[config.mk]
export PLATFORM = sky130hd
export DESIGN_NAME = fetch_stage
export DESIGN_NICKNAME = d
export VERILOG_FILES = /design/src/rtl/mips_pkg.sv /design/src/rtl/pipe_reg.sv /design/src/rtl/fetch_stage.sv
export SDC_FILE = /design/constraint.sdc
export NUM_CORES = 1
export LEC_CHECK = 0
export CAP_MARGIN = 20
export CORE_ASPECT_RATIO = 1.5
export CORE_MARGIN = 3
export CORE_UTILIZATION = 51
export CTS_BUF_LIST = sky130_fd_sc_hd__clkbuf_8
export CTS_CLUSTER_DIAMETER = 150
export DETAILED_ROUTE_END_ITERATION = 8
export PLACE_DENSITY_LB_ADDON = 0.05
export SETUP_SLACK_MARGIN = 0.4
export SLEW_MARGIN = 20
export SYNTH_ARGS = -nofsm -noshare
export SYNTH_HDL_FRONTEND = slang
export SYNTH_SLANG_ARGS = --single-unit
[constraint.sdc]
create_clock -name clk -period 4.89 [get_ports clk]
set_input_delay 1.467 -clock clk [delete_from_list [all_inputs] [get_ports clk]]
set_output_delay 1.467 -clock clk [all_outputs]
set_load 0.01 [all_outputs]
[src/rtl/mips_pkg.sv]
`default_nettype none
// ============================================================================
//  Module      : mips_pkg
//  Description : Shared definitions for the pipelined MIPS core: default
//                datapath widths, the bubble instruction and the IF/ID
//                pipeline record that the decode stage also consumes.
//  Revision    : 1.0 - initial release
// ============================================================================
package mips_pkg;

    localparam int unsigned C_ADDR_W  = 32;
    localparam int unsigned C_INSTR_W = 32;

    // sll $0,$0,0 - architecturally a no-op, used to fill pipeline bubbles
    localparam logic [C_INSTR_W-1:0] C_NOP_INSTR = 32'h0000_0000;

    // IF/ID record at default widths; fields are ordered to match the flat
    // vector layout used inside fetch_stage {valid, instr, pc_plus1}.
    typedef struct packed {
        logic                 valid;
        logic [C_INSTR_W-1:0] instr;
        logic [C_ADDR_W-1:0]  pc_plus1;
    } if_id_t;

endpackage : mips_pkg
`default_nettype wire

[src/rtl/pipe_reg.sv]
`default_nettype none
// ============================================================================
//  Module      : pipe_reg
//  Description : Generic pipeline register. Synchronous reset clears to a
//                parameterised value; when i_en is low the contents hold,
//                when high i_d is loaded on the rising edge.
//  Ports       : clk, rst       - clock, synchronous active-high reset
//                i_en           - load enable (0 = hold)
//                i_d / o_q      - data in / registered data out
//  Revision    : 1.0 - initial release
// ============================================================================
module pipe_reg #(
    parameter int unsigned        WIDTH   = 32,
    parameter logic [WIDTH-1:0]   RST_VAL = '0
) (
    input  logic             clk,
    input  logic             rst,
    input  logic             i_en,
    input  logic [WIDTH-1:0] i_d,
    output logic [WIDTH-1:0] o_q
);

    logic [WIDTH-1:0] data_q;
    logic [WIDTH-1:0] data_d;

    always_comb begin
        data_d = data_q;
        if (i_en) begin
            data_d = i_d;
        end
    end

    always_ff @(posedge clk) begin
        if (rst) begin
            data_q <= RST_VAL;
        end else begin
            data_q <= data_d;
        end
    end

    assign o_q = data_q;

endmodule : pipe_reg
`default_nettype wire

[src/rtl/fetch_stage.sv]
`default_nettype none
// ============================================================================
//  Module      : fetch_stage
//  Description : Instruction-fetch front end. Owns the PC, its increment and
//                the IF/ID register. Supports hazard stall, branch/jump
//                redirect with squash, halt/drain and saturating fetch/stall
//                counters. Edge priority: rst > redirect > stall > halt.
//  Ports       : clk, rst                 - clock, sync active-high reset
//                imem_addr / imem_rdata   - instruction memory (comb read)
//                stall, redirect_valid,
//                redirect_target, halt    - control from hazard/branch units
//                id_valid, id_instr,
//                id_pc_plus1              - IF/ID register outputs
//                fetch_count, stall_count - performance counters
//  Revision    : 1.0 - initial release
// ============================================================================
module fetch_stage
    import mips_pkg::*;
#(
    parameter int unsigned          ADDR_W    = C_ADDR_W,
    parameter int unsigned          INSTR_W   = C_INSTR_W,
    parameter int unsigned          PC_INC    = 1,
    parameter logic [ADDR_W-1:0]    RESET_PC  = '0,
    parameter logic [INSTR_W-1:0]   NOP_INSTR = INSTR_W'(C_NOP_INSTR),
    parameter int unsigned          CNT_W     = 16
) (
    input  logic               clk,
    input  logic               rst,
    output logic [ADDR_W-1:0]  imem_addr,
    input  logic [INSTR_W-1:0] imem_rdata,
    input  logic               stall,
    input  logic               redirect_valid,
    input  logic [ADDR_W-1:0]  redirect_target,
    input  logic               halt,
    output logic               id_valid,
    output logic [INSTR_W-1:0] id_instr,
    output logic [ADDR_W-1:0]  id_pc_plus1,
    output logic [CNT_W-1:0]   fetch_count,
    output logic [CNT_W-1:0]   stall_count
);

    // IF/ID is kept as one flat vector {valid, instr, pc_plus1} so the same
    // generic register serves any ADDR_W/INSTR_W combination.
    localparam int unsigned         IFID_W   = 1 + INSTR_W + ADDR_W;
    localparam logic [IFID_W-1:0]   IFID_RST = {1'b0, NOP_INSTR, {ADDR_W{1'b0}}};
    localparam logic [CNT_W-1:0]    CNT_MAX  = {CNT_W{1'b1}};

    logic [ADDR_W-1:0] pc_q;
    logic [ADDR_W-1:0] pc_d;
    logic              pc_en;
    logic [ADDR_W-1:0] pc_next_seq;

    logic [IFID_W-1:0] if_id_q;
    logic [IFID_W-1:0] if_id_d;
    logic              if_id_en;

    logic [CNT_W-1:0]  fetch_count_q;
    logic [CNT_W-1:0]  fetch_count_d;
    logic [CNT_W-1:0]  stall_count_q;
    logic [CNT_W-1:0]  stall_count_d;
    logic              fetch_inc;
    logic              stall_inc;

    // Truncation to ADDR_W gives the modulo-2^ADDR_W wrap for free.
    assign pc_next_seq = pc_q + ADDR_W'(PC_INC);

    always_comb begin
        pc_d      = pc_q;
        pc_en     = 1'b1;
        if_id_d   = if_id_q;
        if_id_en  = 1'b1;
        fetch_inc = 1'b0;
        stall_inc = 1'b0;
        if (redirect_valid) begin
            // Squash the wrong-path fetch; pc_plus1 is left as-is.
            pc_d    = redirect_target;
            if_id_d = {1'b0, NOP_INSTR, if_id_q[ADDR_W-1:0]};
        end else if (stall) begin
            pc_en     = 1'b0;
            if_id_en  = 1'b0;
            stall_inc = 1'b1;
        end else if (halt) begin
            // PC holds so fetch resumes at the same address on release.
            if_id_d = {1'b0, NOP_INSTR, if_id_q[ADDR_W-1:0]};
        end else begin
            pc_d      = pc_next_seq;
            if_id_d   = {1'b1, imem_rdata, pc_next_seq};
            fetch_inc = 1'b1;
        end
    end

    pipe_reg #(
        .WIDTH   (ADDR_W),
        .RST_VAL (RESET_PC)
    ) u_pc_reg (
        .clk  (clk),
        .rst  (rst),
        .i_en (pc_en),
        .i_d  (pc_d),
        .o_q  (pc_q)
    );

    pipe_reg #(
        .WIDTH   (IFID_W),
        .RST_VAL (IFID_RST)
    ) u_if_id_reg (
        .clk  (clk),
        .rst  (rst),
        .i_en (if_id_en),
        .i_d  (if_id_d),
        .o_q  (if_id_q)
    );

    always_comb begin
        fetch_count_d = fetch_count_q;
        stall_count_d = stall_count_q;
        if (fetch_inc && (fetch_count_q != CNT_MAX)) begin
            fetch_count_d = fetch_count_q + 1'b1;
        end
        if (stall_inc && (stall_count_q != CNT_MAX)) begin
            stall_count_d = stall_count_q + 1'b1;
        end
    end

    always_ff @(posedge clk) begin
        if (rst) begin
            fetch_count_q <= '0;
            stall_count_q <= '0;
        end else begin
            fetch_count_q <= fetch_count_d;
            stall_count_q <= stall_count_d;
        end
    end

    assign imem_addr   = pc_q;
    assign id_valid    = if_id_q[IFID_W-1];
    assign id_instr    = if_id_q[ADDR_W +: INSTR_W];
    assign id_pc_plus1 = if_id_q[ADDR_W-1:0];
    assign fetch_count = fetch_count_q;
    assign stall_count = stall_count_q;

endmodule : fetch_stage
`default_nettype wire

==> results.py <==
metrics = {
    "synth": {
        "synth-seq-cells": 129,
        "ys.flop_type": "dfxtp_1",
        "syn_nets": 782,
        "synth_top_area_share_pct": 43.2,
        "synth_cells": 710,
        "synth.area.top_cells": "dfxtp_1 (43%), nor2_1 (8.0%), xnor2_1 (7.9%)",
        "syn-cell-area_um2": 5980,
        "synth_edf_count": 0,
        "syn_avg_cell_area_um2": 8.43,
        "ys_seq_area_share_pct": 43.2,
        "yosysMostFrequentCell": "dfxtp_1",
        "yosys.area.top_type": "dfxtp_1",
        "ys_types": 49,
        "yosysWarnings": 0,
        "ys_async_sr_fraction_pct": 0,
        "synth.top_cells.by_count": "dfxtp_1 (129), nor2_1 (128), xnor2_1 (54)",
    },
    "critical_path": {
        "cp.arrival_ns": 3.59,
        "slowest_delay_ns": 0.54,
        "cp_cell_sequence": "clkdlybuf4s50_1 -> buf_4 -> or3_1 -> or2_2 -> a211oi_1 -> xnor2_1 -> nor2_1",
        "crit_required_ns": 5.17,
        "critPathMaxFanout": 18,
        "end_kind": "register",
        "slowest_stage": "or3_1",
        "cpLargestDelayFamily": "simple AND/OR/NAND/NOR gates",
        "criticalPathCategory": "primary input to register",
        "path_buf_inv": 2,
        "crit_path_start_kind": "primary input",
    },
    "timing": {
        "hold_ws_ns": 0.480,
        "clock-skew-final_ns": 0.0125,
        "setup_viol_count_final": 0,
        "hold_viol_final": 0,
        "min_period_ns": 3.32,
        "period_share_pct": 67.8,
        "maxSlewHeadroom_pct": 31.5,
        "fmax_mhz": 302,
        "timing.setup.tns_ns": 0,
        "rsz0062_at_grt": "no",
        "worst_slew_pin_slew_ns": 1.02,
        "slew_viol_final": 0,
    },
    "detailed_routing": {
        "drc": 0,
        "final_antenna_net_count": 0,
        "vias": 5999,
        "drtPass1Iterations": 5,
        "finalWirelength_um": 18100,
        "wl_per_cell_um": 17.3,
        "drt_iter0_markers": 251,
        "via_per_inst": 5.74,
    },
    "placement": {
        "place_inst": 1013,
        "hpwl_um": 13000,
        "io_buffers": 197,
        "gp_congestion": 0.901,
        "place_area_um2": 7990,
    },
    "global_routing": {
        "track_usage_pct": 27.4,
        "use_met1_pct": 29.8,
        "antenna_found_initial": 0,
        "grt_busiest_layer": "met2",
        "grt_overflow_total": 0,
        "grt_max_degree": 94,
        "first_global_vias": 5930,
        "grt_first_pass_wirelength_um": 29000,
        "met3_usage_pct": 8.25,
        "grt_use_met2_pct": 48.3,
    },
    "finish": {
        "final_area_um2": 8340,
        "fin_cells": 1045,
        "diodes": 0,
        "ff_latch_area_um2": 2580,
        "fillCellCount": 905,
        "areaGrowthSynthToFinish_pct": 39.4,
        "multi_input_area_um2": 3150,
        "fin_util_pct": 74.3,
        "nNetsFinal": 957,
        "drive_gt1_share_pct": 6.35,
    },
    "floorplan": {
        "die_h_um": 139,
        "ios": 198,
        "core-area_um2": 11200,
        "die_area_um2": 13100,
        "die_w_um": 94.4,
        "fp-row-count": 47,
        "start_util_pct": 53.3,
    },
    "pwr": {
        "clkPwrFrac_pct": 36.6,
        "p_int_mw": 1.61,
        "peakVddDrop_v": 0.000204,
        "leakagePower_nw": 2.69,
        "pwr-share-comb_pct": 12.7,
        "switchingPower_uw": 632,
        "pwr_density_cell_nw_per_um2": 269,
        "swShare_pct": 28.1,
        "seqPwrFrac_pct": 50.7,
    },
    "clocking": {
        "cts_buffer_depth": 2,
        "clockRootBuffer": "clkbuf_8",
        "h-tree-depth": 4,
        "cts_tree": "done",
        "cts_resized": 0,
        "clk_latency_ns": 0.43,
        "clkSinkCount": 129,
        "cts_made_buffers": 17,
        "cts-hold-fix-buffers": 0,
        "clkTransAtPathRegs_ns": 0.08,
        "cts_setup_buffers": 0,
    },
    "run_status": {
        "status": "complete, no violations",
    },
    "hold_path": {
        "min_path_type": "register to register",
    },
    "flow_run": {
        "maxCapViolations": 0,
    },
}
## metrics by stage
step                setup slack, ns  power (mW)
floorplan                      1.74        1.28
global placement               1.30        1.44
detailed placement             1.14        1.45
CTS                            1.60        2.25
global route                   1.49        2.33
finish                         1.57        2.25
## power groups by stage
stage | combinational (mW) | sequential, mW | clock, mW
floorplan | 0.121 | 1.16 | 0
CTS | 0.288 | 1.14 | 0.829
detailed placement | 0.286 | 1.16 | 0
finish | 0.286 | 1.14 | 0.821
global placement | 0.282 | 1.16 | 0
global route | 0.309 | 1.14 | 0.880
## cell families (layout without fill, tap and decap cells)
kind of cell	after synthesis	after routing	share of synthesized area, %
buffers and inverters	61	249	4.37
and+or+nand+nor	310	310	25.4
DFF	129	129	43.2
AOI/OAI and AO/OA	131	131	15.3
adders and majority gates	3	3	0.627
xor gates and xnor gates	74	74	10.8
muxes	2	2	0.335
## per-layer routing
layer	vias up	part of all wire, %
met5	-	0
met4	0	3.6
met3	54	6.7
met2	229	52
met1	2833	38
li1	2883	-
## cells in the final DEF, fill, tap and decap left out, drive strengths merged, types with 15 or more instances in the layout
cell,synthesis,final
nand2,43,43
clkdlybuf4s50,0,196
nor2,128,128
nand3,30,30
xor2,20,20
clkbuf,40,18
nor3,18,18
inv,12,15
nor4,20,20
dfxtp,129,129
a21oi,23,23
xnor2,54,54
nand4,24,24
a211oi,44,44
a22oi,32,32
## tightest hold or removal path, delay by kind of cell, from the launching register on
kind	cells	cell delay, ns
flops	1	0.32
simple gates	1	0.05
compound gates	1	0.06
## flip-flops by register name, indices dropped and copies added, names as in the netlist
| signal | cells |
|---|---|
| u_if_id_reg.o_q | 65 |
| u_pc_reg.o_q | 32 |
| fetch_count | 16 |
| stall_count | 16 |
## final cells by class
type / count / area share [%]
multi-input cells: 520 / 37.7
repair buffers: 205 / 24.3
clock buffers: 18 / 2.97
flip-flops and latches: 129 / 30.9
well taps: 147 / 2.20
clock inverters: 14 / 1.29
inverters: 12 / 0.540
## path summary, 6_finish.rpt
check	startpoint	end	slack, ns	cells after the start
min	u_if_id_reg.o_q[1]	u_if_id_reg.o_q[1]	0.48	2
max reg2reg	u_pc_reg.o_q[5]	u_if_id_reg.o_q[31]	2.34	5
max	redirect_valid	fetch_count[6]	1.57	7
min reg2reg	u_if_id_reg.o_q[1]	u_if_id_reg.o_q[1]	0.48	2
No activity file was read; power rests on OpenSTA's default activity.
